`src/rtl/fetch_redirect_ctrl.sv`:
```
// Fetch/redirect controller: owns the PC, runs the instruction-memory request handshake,
// squashes stale in-flight fetches on branch/jump and buffers one instruction for decode.
module fetch_redirect_ctrl #(
   parameter int unsigned        XLEN     = 32,
   parameter logic [XLEN-1:0]    RESET_PC = '0
) (
   input  logic            clk,
   input  logic            nrst,
   input  logic            b_out,
   input  logic [XLEN-1:0] branch_target,
   input  logic            jump,
   input  logic [XLEN-1:0] jump_target,
   input  logic            stall,
   input  logic            imem_ack,
   input  logic [XLEN-1:0] imem_rdata,
   output logic            imem_req,
   output logic [XLEN-1:0] imem_addr,
   output logic            instr_valid,
   output logic [XLEN-1:0] instr,
   output logic [XLEN-1:0] instr_pc,
   output logic            flush,
   output logic            misalign_err
);

   localparam logic [XLEN-1:0] NOP = XLEN'(32'h0000_0013);

   typedef enum logic [1:0] {
      IDLE    = 2'd0,
      REQ     = 2'd1,
      DISCARD = 2'd2
   } state_t;

   state_t          state, state_n;
   logic [XLEN-1:0] pc, pc_n;
   logic [XLEN-1:0] addr_n;
   logic            valid_n;
   logic [XLEN-1:0] instr_n, instr_pc_n;
   logic            redirect, consume;
   logic [XLEN-1:0] tgt_raw, tgt;

   assign redirect = jump | b_out;
   assign tgt_raw  = jump ? jump_target : branch_target;
   assign tgt      = {tgt_raw[XLEN-1:2], 2'b00};
   assign consume  = instr_valid & ~stall;
   assign imem_req = (state == REQ) || (state == DISCARD);

   // NOTE: every signal assigned in this block gets a default first, so no path
   // leaves one unassigned and no latch is inferred.
   always_comb begin
      state_n    = state;
      pc_n       = pc;
      addr_n     = imem_addr;
      valid_n    = consume ? 1'b0 : instr_valid;
      instr_n    = instr;
      instr_pc_n = instr_pc;

      if (redirect) begin
         // A request already on the bus is never withdrawn; DISCARD waits out its ack.
         valid_n = 1'b0;
         pc_n    = tgt;
         unique case (state)
            IDLE: begin
               state_n = REQ;
               addr_n  = tgt;
            end
            REQ: begin
               if (imem_ack) begin
                  state_n = REQ;
                  addr_n  = tgt;
               end else begin
                  state_n = DISCARD;
               end
            end
            DISCARD: begin
               if (imem_ack) begin
                  state_n = REQ;
                  addr_n  = tgt;
               end
            end
            default: state_n = IDLE;
         endcase
      end else begin
         unique case (state)
            IDLE: begin
               if (!instr_valid || consume) begin
                  state_n = REQ;
                  addr_n  = pc;
               end
            end
            REQ: begin
               if (imem_ack) begin
                  state_n    = IDLE;
                  instr_n    = imem_rdata;
                  instr_pc_n = imem_addr;
                  valid_n    = 1'b1;
                  pc_n       = pc + XLEN'(4);
               end
            end
            DISCARD: begin
               if (imem_ack) begin
                  state_n = REQ;
                  addr_n  = pc;
               end
            end
            default: state_n = IDLE;
         endcase
      end
   end

   // NOTE: sequential state uses non-blocking assignments so every register
   // samples pre-edge values regardless of statement order.
   always_ff @(posedge clk or negedge nrst) begin
      if (!nrst) begin
         state        <= IDLE;
         pc           <= RESET_PC;
         imem_addr    <= RESET_PC;
         instr_valid  <= 1'b0;
         instr        <= NOP;
         instr_pc     <= '0;
         flush        <= 1'b0;
         misalign_err <= 1'b0;
      end else begin
         state        <= state_n;
         pc           <= pc_n;
         imem_addr    <= addr_n;
         instr_valid  <= valid_n;
         instr        <= instr_n;
         instr_pc     <= instr_pc_n;
         flush        <= redirect;
         misalign_err <= redirect && (tgt_raw[1:0] != 2'b00);
      end
   end

endmodule

```
`config.mk`:
```
export PLATFORM = sky130hd
export DESIGN_NAME = fetch_redirect_ctrl
export DESIGN_NICKNAME = d
export VERILOG_FILES = /design/src/rtl/fetch_redirect_ctrl.sv
export SDC_FILE = /design/constraint.sdc
export NUM_CORES = 1
export LEC_CHECK = 0
export CELL_PAD_IN_SITES_DETAIL_PLACEMENT = 0
export CELL_PAD_IN_SITES_GLOBAL_PLACEMENT = 1
export CORE_ASPECT_RATIO = 1.5
export CORE_MARGIN = 2
export CORE_UTILIZATION = 35
export CTS_CLUSTER_SIZE = 40
export DETAILED_ROUTE_END_ITERATION = 10
export HOLD_SLACK_MARGIN = 0.12
export PLACE_DENSITY_LB_ADDON = 0.1
export SLEW_MARGIN = 25
export SYNTH_ARGS = -nofsm -noshare
export SYNTH_HDL_FRONTEND = slang
export SYNTH_SLANG_ARGS = --single-unit
```
`constraint.sdc`:
```
create_clock -name clk -period 2.2 [get_ports clk]
set_input_delay 0.22 -clock clk [delete_from_list [all_inputs] [get_ports clk]]
set_output_delay 0.22 -clock clk [all_outputs]
set_load 0.05 [all_outputs]
```
Word-level counts from Yosys, hierarchy flattened:

Cells that the tools add are included.
Widths: inputs -> output; s select.

* add/subtract/negate cells: 1
* eq/ne operators: 7
* mux-type cells: 21
* bitwise logic cells: 4
* reductions and logical operators: 14

Operators by type and width (number)
* $mux 32: 8
* $pmux 32 s2: 2
* $add 32x3->32 const B: 1
* $ne 3x3->1 const B: 4
* $pmux 2 s3: 2
* $mux 2: 5
* $reduce_bool 2->1: 3
* $reduce_and 5->1: 1
* $mux 1: 4
* $reduce_and 2->1: 2
* $ne 3x2->1 const B: 1
* $reduce_and 3->1: 1
* $reduce_bool 3->1: 1
* $eq 2x1->1 const B: 1
* $eq 2x2->1 const B: 1
* $logic_not 2->1: 1
* $logic_or 1x1->1: 2
* $not 1->1: 2
* $reduce_or 2->1: 1
* $and 1x1->1: 1
* $logic_and 1x1->1: 1
* $logic_not 1->1: 1
* $or 1x1->1: 1

* flip-flop bits (word level): 133
* input bits: 102
* word-level logic and storage cells: 55

Depth between registers and ports, before layout:

Gate-level depths: netlist (run 1).

* depth in word-level cells: 6
* mapped depth: 9

Least setup slack after synthesis (run 1):

No wires, ideal clock.

* kind: reg2reg
* start point: register state[0]
* end point: register imem_addr[9]
* library setup time: 0.128 ns
* data arrival time: 2.159 ns
* slack: -0.087 ns
* stages on the path, launching flop included: 8
* buffers on the path: 1
* period minus slack after synthesis: 2.287 ns
* cells stage by stage: dfrtp_1 -> inv_1 -> ha_1 -> mux2i_1 -> mux2i_1 -> a41oi_2 -> buf_6 -> mux2_1

* word-level cells in the longest chain between the ends: 4
* elaborated cells on any way between the ends: 13
* those cells by class: eq/ne: 6; mux: 3; reduce/logical: 4

Ends and longest elaborated chain
* start, declared: RTL line 33 `state_t state, state_n;`
* start signal, assigned: RTL line 123 `state <= state_n;`
* $eq 2x1->1 or $eq 2x2->1 (tied branches): RTL line 61, 83
* $reduce_or 2->1 (no source line)
* $ne 3x3->1 (no source line), or another cell as far along
* $reduce_and 5->1 (no source line) or $mux 32 (tied branches)
* end signal, assigned: RTL line 125 `imem_addr <= addr_n;`
* end, declared: RTL line 17 `output logic [XLEN-1:0] imem_addr,`

Parallel ways exist; a longest one is shown, timed or not.
A chain may end at the register's enable or synchronous reset.

Final worst setup path (run 1):

* start point: register state[1]
* end point: register imem_addr[25]

Same word-level chain as after synthesis.

==> key figures, run 1 <==
Synth
  • Post-synth EDFFs: 0
  • Count leader, synth: dfrtp_1
  • Yosys Warn Count: 0
  • Yosys reg bits: 129
  • Synth cell count leaders: dfrtp_1, nand2_1, a21oi_1, mux2_2, o21ai_0
  • Mean post-synth cell area: 10.5 um2
  • Prevailing post-synth register cell: dfrtp_1
  • Synth top area share: 0.495
  • Post-synthesis cell type count: 49
  • Syn Nets: 717
  • Mapped Area: 6370 um2
  • Seq/Total Area, Yosys: 0.507
  • Top cells by area, synth: dfrtp_1, mux2_2, a21oi_1
  • Area leader, netlist: dfrtp_1
  • Share of synthesized registers carrying an async set or reset: 1.00
  • Cell count after synthesis: 608

Floorplan
  • Cell Rows: 60
  • Initial core utilization: 0.357
  • Core area: 17900 um2
  • Die Wd: 114 um
  • Full die area: 19300 um2
  • Die Ht: 169 um
  • I/O pin cnt: 202

STA
  • Final max-slew violation count: 0
  • Setup TNS: 0 ns
  • Clock skew: 0.00629 ns
  • Setup violations, final: 0
  • Fmax achieved: 0.474 GHz
  • Relative slew margins: 0.644
  • Clock period minus worst slack: 2.11 ns
  • Tightest Pin Transition: 0.532 ns
  • Hold Violations, Final: 0
  • Period utilization: 0.959
  • Final hold slack: 0.316 ns

Drt
  • Post-DRT Antenna Nets: 0
  • Wirelength, routed: 18.9 mm
  • Vias per Instance: 5.18
  • DR WL/cell: 17.7 um
  • Via count: 5502
  • First-pass iteration count of the detailed router: 4
  • DRC viols: 0
  • Initial DRC count: 253

Clocking
  • H-tree Lvls: 4
  • Inserted Clock Buffers: 17
  • Worst-Skew Late Latency: 0.42 ns
  • CTS Buffer Depth: 2
  • Worst-path clk slew: 0.06 ns
  • CTS tree: built
  • CTS root buffer: clkbuf_16
  • TritonCTS Sinks: 129

Finish
  • Fin area: 9530 um2
  • Final net count: 942
  • Layout area overhead: 49.5%
  • Antenna cells: 0
  • Filler cells: 1687
  • Share of cells above drive strength 1: 0.182

Power
  • Sequential share of power: 0.277
  • Net Sw Frac: 0.437
  • VDD IR max: 0.863 mV
  • Combinational power share: 0.517
  • Net Switching: 6.21 mW
  • Pwr Density: 1490 nW/um2
  • Part of the power in the clock network: 0.206
  • Pint: 8.00 mW
  • Pleak: 4.09 nW

Global route
  • Total GRT Usage: 0.198
  • First-pass GRT wire length: 30.3 mm
  • Gr ovfl total: 0
  • Vias in the first global route: 5915
  • Largest net degree at the start of global routing: 54
  • Initial antenna violation count: 0

Place
  • Gpl congestion: 0.852
  • Post-DP HPWL: 13.8 mm
  • # port buffers: 201
  • Post-DP Area: 8830 um2

Critical path
  • Required @ worst endpoint: 2.50 ns
  • Crit path DAT: 2.41 ns
  • Crit path launch type: flop
  • Launch point of the worst reg-to-reg path: state[1]
  • CP Launch Point: state[1]
  • Critical path type: flop to flop
  • Worst setup EP type: flop
  • Crit Path Max Fanout: 16

Run
  • # Max-Cap Violations: 0

Min path
  • Min-Delay Path Class: input port to asynchronous set/reset pin

Status
  • Run status: complete, no violations
==> cells in the final DEF, fill, tap and decap left out, types with 8 or more instances in the layout <==
master | Yosys | routed
nand2_1 | 81 | 81
nor3_1 | 8 | 8
inv_1 | 16 | 15
nand3_1 | 14 | 14
and3b_1 | 12 | 12
o21ai_0 | 38 | 38
buf_4 | 2 | 35
clkbuf_16 | 0 | 18
dfrtp_1 | 126 | 125
nor2_1 | 28 | 27
o31ai_1 | 9 | 9
mux2_1 | 21 | 21
mux2i_1 | 12 | 12
clkdlybuf4s50_1 | 0 | 198
mux2_2 | 64 | 64
a21oi_1 | 67 | 67
==> sequential cells by signal, summed over array words and instances (netlist names) <==
name / flops
instr: 32
pc: 30
misalign_err: 1
flush: 1
instr_valid: 1
state: 2
imem_addr: 31
instr_pc: 31
==> per-stage QoR <==
step | setup WS, ns | cells | util | total power [mW]
5_1_grt | -0.0105 | 1063 | 0.533 | 14.9
3_3_place_gp | 0.0758 | 1024 | 0.494 | 11.0
4_1_cts | 0.0783 | 1057 | 0.529 | 14.2
6_report | 0.0911 | 1063 | 0.533 | 14.2
2_1_floorplan | 0.0366 | 608 | - | 8.53
3_5_place_dp | 0.0642 | 1024 | 0.494 | 11.2
==> cells by family (layout without fill, tap and decap cells) <==
group	after synthesis	after routing	share of synthesized area
and+or+nand+nor	174	174	0.135
AOI/OAI and AO/OA	144	144	0.133
DFF	129	129	0.507
muxes	97	97	0.169
buffers and inverters	55	293	0.0393
adders and majority gates	7	7	0.0137
xor gates and xnor gates	2	2	0.00275
==> path summary, 6_finish.rpt <==
path                            endpoint  slack, ns  cells past startpoint
min in group clk                  pc[26]       0.37                      3
max in group asynchronous   instr_pc[24]       1.17                      3
max                        imem_addr[25]       0.09                      8
min                             instr[3]       0.32                      2
min reg2reg                  instr_pc[2]       0.50                      1
max reg2reg                imem_addr[25]       0.09                      8
==> what timing repair did <==
action,CTS,global route
resized for setup,0,2
endpoints found under the setup margin,0,23
buffers inserted,0,5
hold buffers,1,0
hold endpoints to repair,45,0
==> layer usage <==
| metal | vias up | part of all wire | track usage | wire, um |
|---|---|---|---|---|
| met4 | 0 | 0.016 | 0.0647 | 304 |
| met3 | 23 | 0.056 | 0.0432 | 1050 |
| met2 | 175 | 0.52 | 0.355 | 9790 |
| met5 | - | 0 | 0 | 0 |
| met1 | 2676 | 0.41 | 0.234 | 7720 |
| li1 | 2628 | - | - | - |
==> power by group through the flow <==
stage | Clock (mW) | Sequential (mW) | Combinational [mW]
after floorplan | 0 | 6.85 | 1.68
after global placement | 0 | 3.93 | 7.09
after detailed placement | 0 | 4.00 | 7.17
after CTS | 3.02 | 3.96 | 7.19
after global routing | 3.11 | 4.10 | 7.68
final | 2.93 | 3.94 | 7.35
==> critical path, stage by stage, from the launching register on <==
cell     delay, ns
dfrtp_2       0.45
inv_2         0.09
ha_2          0.28
mux2i_1       0.17
mux2i_1       0.30
a41oi_4       0.06
buf_12        0.16
buf_12        0.15
mux2_1        0.31
==> final cells by class <==
cell class	count	area [um2]	share of cell area
flip-flops and latches	129	3230	0.339
repair buffers	244	2440	0.256
clock inverters	14	183	0.0192
clock buffers	18	429	0.0450
inverters	17	63.8	0.00670
well taps	217	272	0.0285
multi-input cells	424	2910	0.305
No activity file was read; power rests on OpenSTA's default activity.
==> run 2: changes to the inputs <==
CTS_CLUSTER_SIZE = 25   (was 40)
PLACE_DENSITY = 0.87   (was not set)
PLACE_DENSITY_LB_ADDON = not set   (was 0.1)
REMOVE_ABC_BUFFERS = 1   (was not set)
==> key figures, run 2 (same netlist as run 1, synthesis figures left out) <==
Status
  • Run status: complete, no violations (unchanged)

Global route
  • Initial antenna violation count: 0 (unchanged)
  • Total GRT Usage: 0.189 (was 0.198)
  • First-pass GRT wire length: 29.0 mm (was 30.3 mm)
  • Vias in the first global route: 5493 (was 5915)
  • Largest net degree at the start of global routing: 64 (was 54)
  • Gr ovfl total: 0 (unchanged)

Finish
  • Layout area overhead: 47.9% (was 49.5%)
  • Most common cell after layout, fill and taps aside: clkdlybuf4s50_1 (unchanged)
  • Largest regs: instr: 32 flops, imem_addr: 31 flops, instr_pc: 31 flops (unchanged)
  • Fin area: 9420 um2 (was 9530 um2)
  • Share of cells above drive strength 1: 0.172 (was 0.182)
  • Final net count: 931 (was 942)
  • Antenna cells: 0 (unchanged)
  • Top reg by flops: instr (unchanged)
  • Filler cells: 1634 (was 1687)
  • Commonest cells after routing, fill and taps aside: clkdlybuf4s50_1, dfrtp_1, nand2_1, a21oi_1, mux2_2 (unchanged)
  • Multi-input logic area: 2920 um2 (was 2910 um2)
  • Seq. cell area: 3230 um2 (unchanged)
  • Largest register FFs: 32 (unchanged)

Run
  • # Max-Cap Violations: 0 (unchanged)

Clocking
  • Worst-path clk slew: 0.06 ns (about the same)
  • TritonCTS Sinks: 129 (unchanged)
  • H-tree Lvls: 4 (unchanged)
  • CTS Buffer Depth: 2 (unchanged)
  • Worst-Skew Late Latency: 0.42 ns (about the same)
  • CTS tree: built (unchanged)
  • CTS root buffer: clkbuf_16 (unchanged)
  • Inserted Clock Buffers: 17 (unchanged)

Critical path
  • Crit Path Max Fanout: 15 (was 16)
  • Critical path type: flop to flop (unchanged)
  • CP cell instances: inv_2 > ha_4 > mux2i_1 > mux2i_1 > a41oi_4 > buf_12 > mux2_1 (was inv_2 > ha_2 > mux2i_1 > mux2i_1 > a41oi_4 > buf_12 > buf_12 > mux2_1)
  • Worst path slowest cell: dfrtp_2 (unchanged)
  • Crit path DAT: 2.39 ns (was 2.41 ns)
  • Crit path launch type: flop (unchanged)
  • Most common cell on crit path: mux2i_1
  • Required @ worst endpoint: 2.49 ns (was 2.50 ns)
  • Worst setup EP type: flop (unchanged)
  • Crit-path max cell delay: 0.45 ns (about the same)
  • R2R depth: 7 (was 8)

STA
  • Final hold slack: 0.354 ns (was 0.316 ns)
  • Relative slew margins: 0.624 (was 0.644)
  • Hold Violations, Final: 0 (unchanged)
  • Fmax achieved: 0.477 GHz (was 0.474 GHz)
  • Clock skew: 0.0110 ns (was 0.00629 ns)
  • Setup violations, final: 0 (unchanged)
  • Tightest Pin Transition: 0.558 ns (was 0.532 ns)
  • Final max-slew violation count: 0 (unchanged)
  • Final worst slack: 0.102 ns (was 0.0911 ns)
  • Period utilization: 0.954 (was 0.959)
  • RSZ-0062 raised after global routing: false
  • Clock period minus worst slack: 2.10 ns (was 2.11 ns)

Floorplan
  • Core area: 17900 um2 (unchanged)
  • I/O pin cnt: 202 (unchanged)
  • Die Ht: 169 um (unchanged)
  • Die Wd: 114 um (unchanged)
  • Initial core utilization: 0.357 (unchanged)
  • Cell Rows: 60 (unchanged)
  • Full die area: 19300 um2 (unchanged)

Place
  • Post-DP HPWL: 12.9 mm (was 13.8 mm)
  • Gpl congestion: 0.816 (was 0.852)
  • Place WS: 0.0845 ns (was 0.0642 ns)
  • # port buffers: 201 (unchanged)
  • Post-DP Area: 8750 um2 (was 8830 um2)

Power
  • Pleak: 4.01 nW (was 4.09 nW)
  • VDD IR max: 0.832 mV (was 0.863 mV)
  • Pwr Density: 1490 nW/um2 (about the same)

Drt
  • DR WL/cell: 17.3 um (was 17.7 um)
  • Vias per Instance: 5.19 (was 5.18)
  • DRC viols: 0 (unchanged)
  • Initial DRC count: 346 (was 253)
  • Wirelength, routed: 18.2 mm (was 18.9 mm)
  • First-pass iteration count of the detailed router: 4 (unchanged)
  • Via count: 5461 (was 5502)
  • Post-DRT Antenna Nets: 0 (unchanged)

Min path
  • Min-Delay Path Class: input port to asynchronous set/reset pin (unchanged)
[run 2: worst paths after layout]
check | startpoint | endpoint | slack, ns
max | state[1] | imem_addr[3] | 0.10
min | nrst | instr_pc[1] | 0.35
max reg2reg | state[1] | imem_addr[3] | 0.10
min reg2reg | instr_pc[9] | instr_pc[9] | 0.50
max in group asynchronous | nrst | instr[1] | 1.07
min in group clk | b_out | misalign_err | 0.37
[run 2: area by class of cell]
class                           count  area share
Sequential cell                   129       0.343
Multi-Input combinational cell    424       0.310
Timing Repair Buffer              233       0.248
Clock buffer                       18      0.0466
Tap cell                          217      0.0288
Clock inverter                     14      0.0166
Inverter                           17     0.00677
[run 2: metal layers]
metal	track usage	routed length, um	up-vias
met5	0	0	-
met4	0.0657	299	0
met3	0.0343	860	25
met2	0.342	9800	148
met1	0.224	7210	2683
li1	-	-	2605
[run 2: repair_timing]
action / in CTS / in global routing
resized for setup: 0 / 3
hold endpoints to repair: 51 / 0
endpoints found under the setup margin: 0 / 22
setup buffers: 0 / 3
hold buffers: 2 / 0
[run 2: metrics by stage]
| step | TNS [ns] | cells | util | total power [mW] |
|---|---|---|---|---|
| final | 0 | 1052 | 0.527 | 14.0 |
| after global routing | 0 | 1052 | 0.527 | 14.7 |
| after CTS | 0 | 1048 | 0.524 | 14.0 |
| after detailed placement | 0 | 1014 | 0.489 | 11.1 |
| after global placement | 0 | 1014 | 0.489 | 11.0 |
| after floorplan | -155.67 | 570 | - | 8.42 |
[run 2: critical path, delay by kind of cell (launching register included)]
kind,cells,cell delay (ns)
AOI/OAI and AO/OA,1,0.35
adders and majority gates,1,0.20
buffers and inverters,2,0.31
DFF,1,0.45
muxes,3,0.66
[run 2: power breakdown]
group	switching [mW]	leakage, nW	total, mW	internal (mW)
logic	4.48	2.13	7.27	2.79
clock network	1.13	0.279	2.84	1.71
registers	0.603	1.60	3.93	3.33
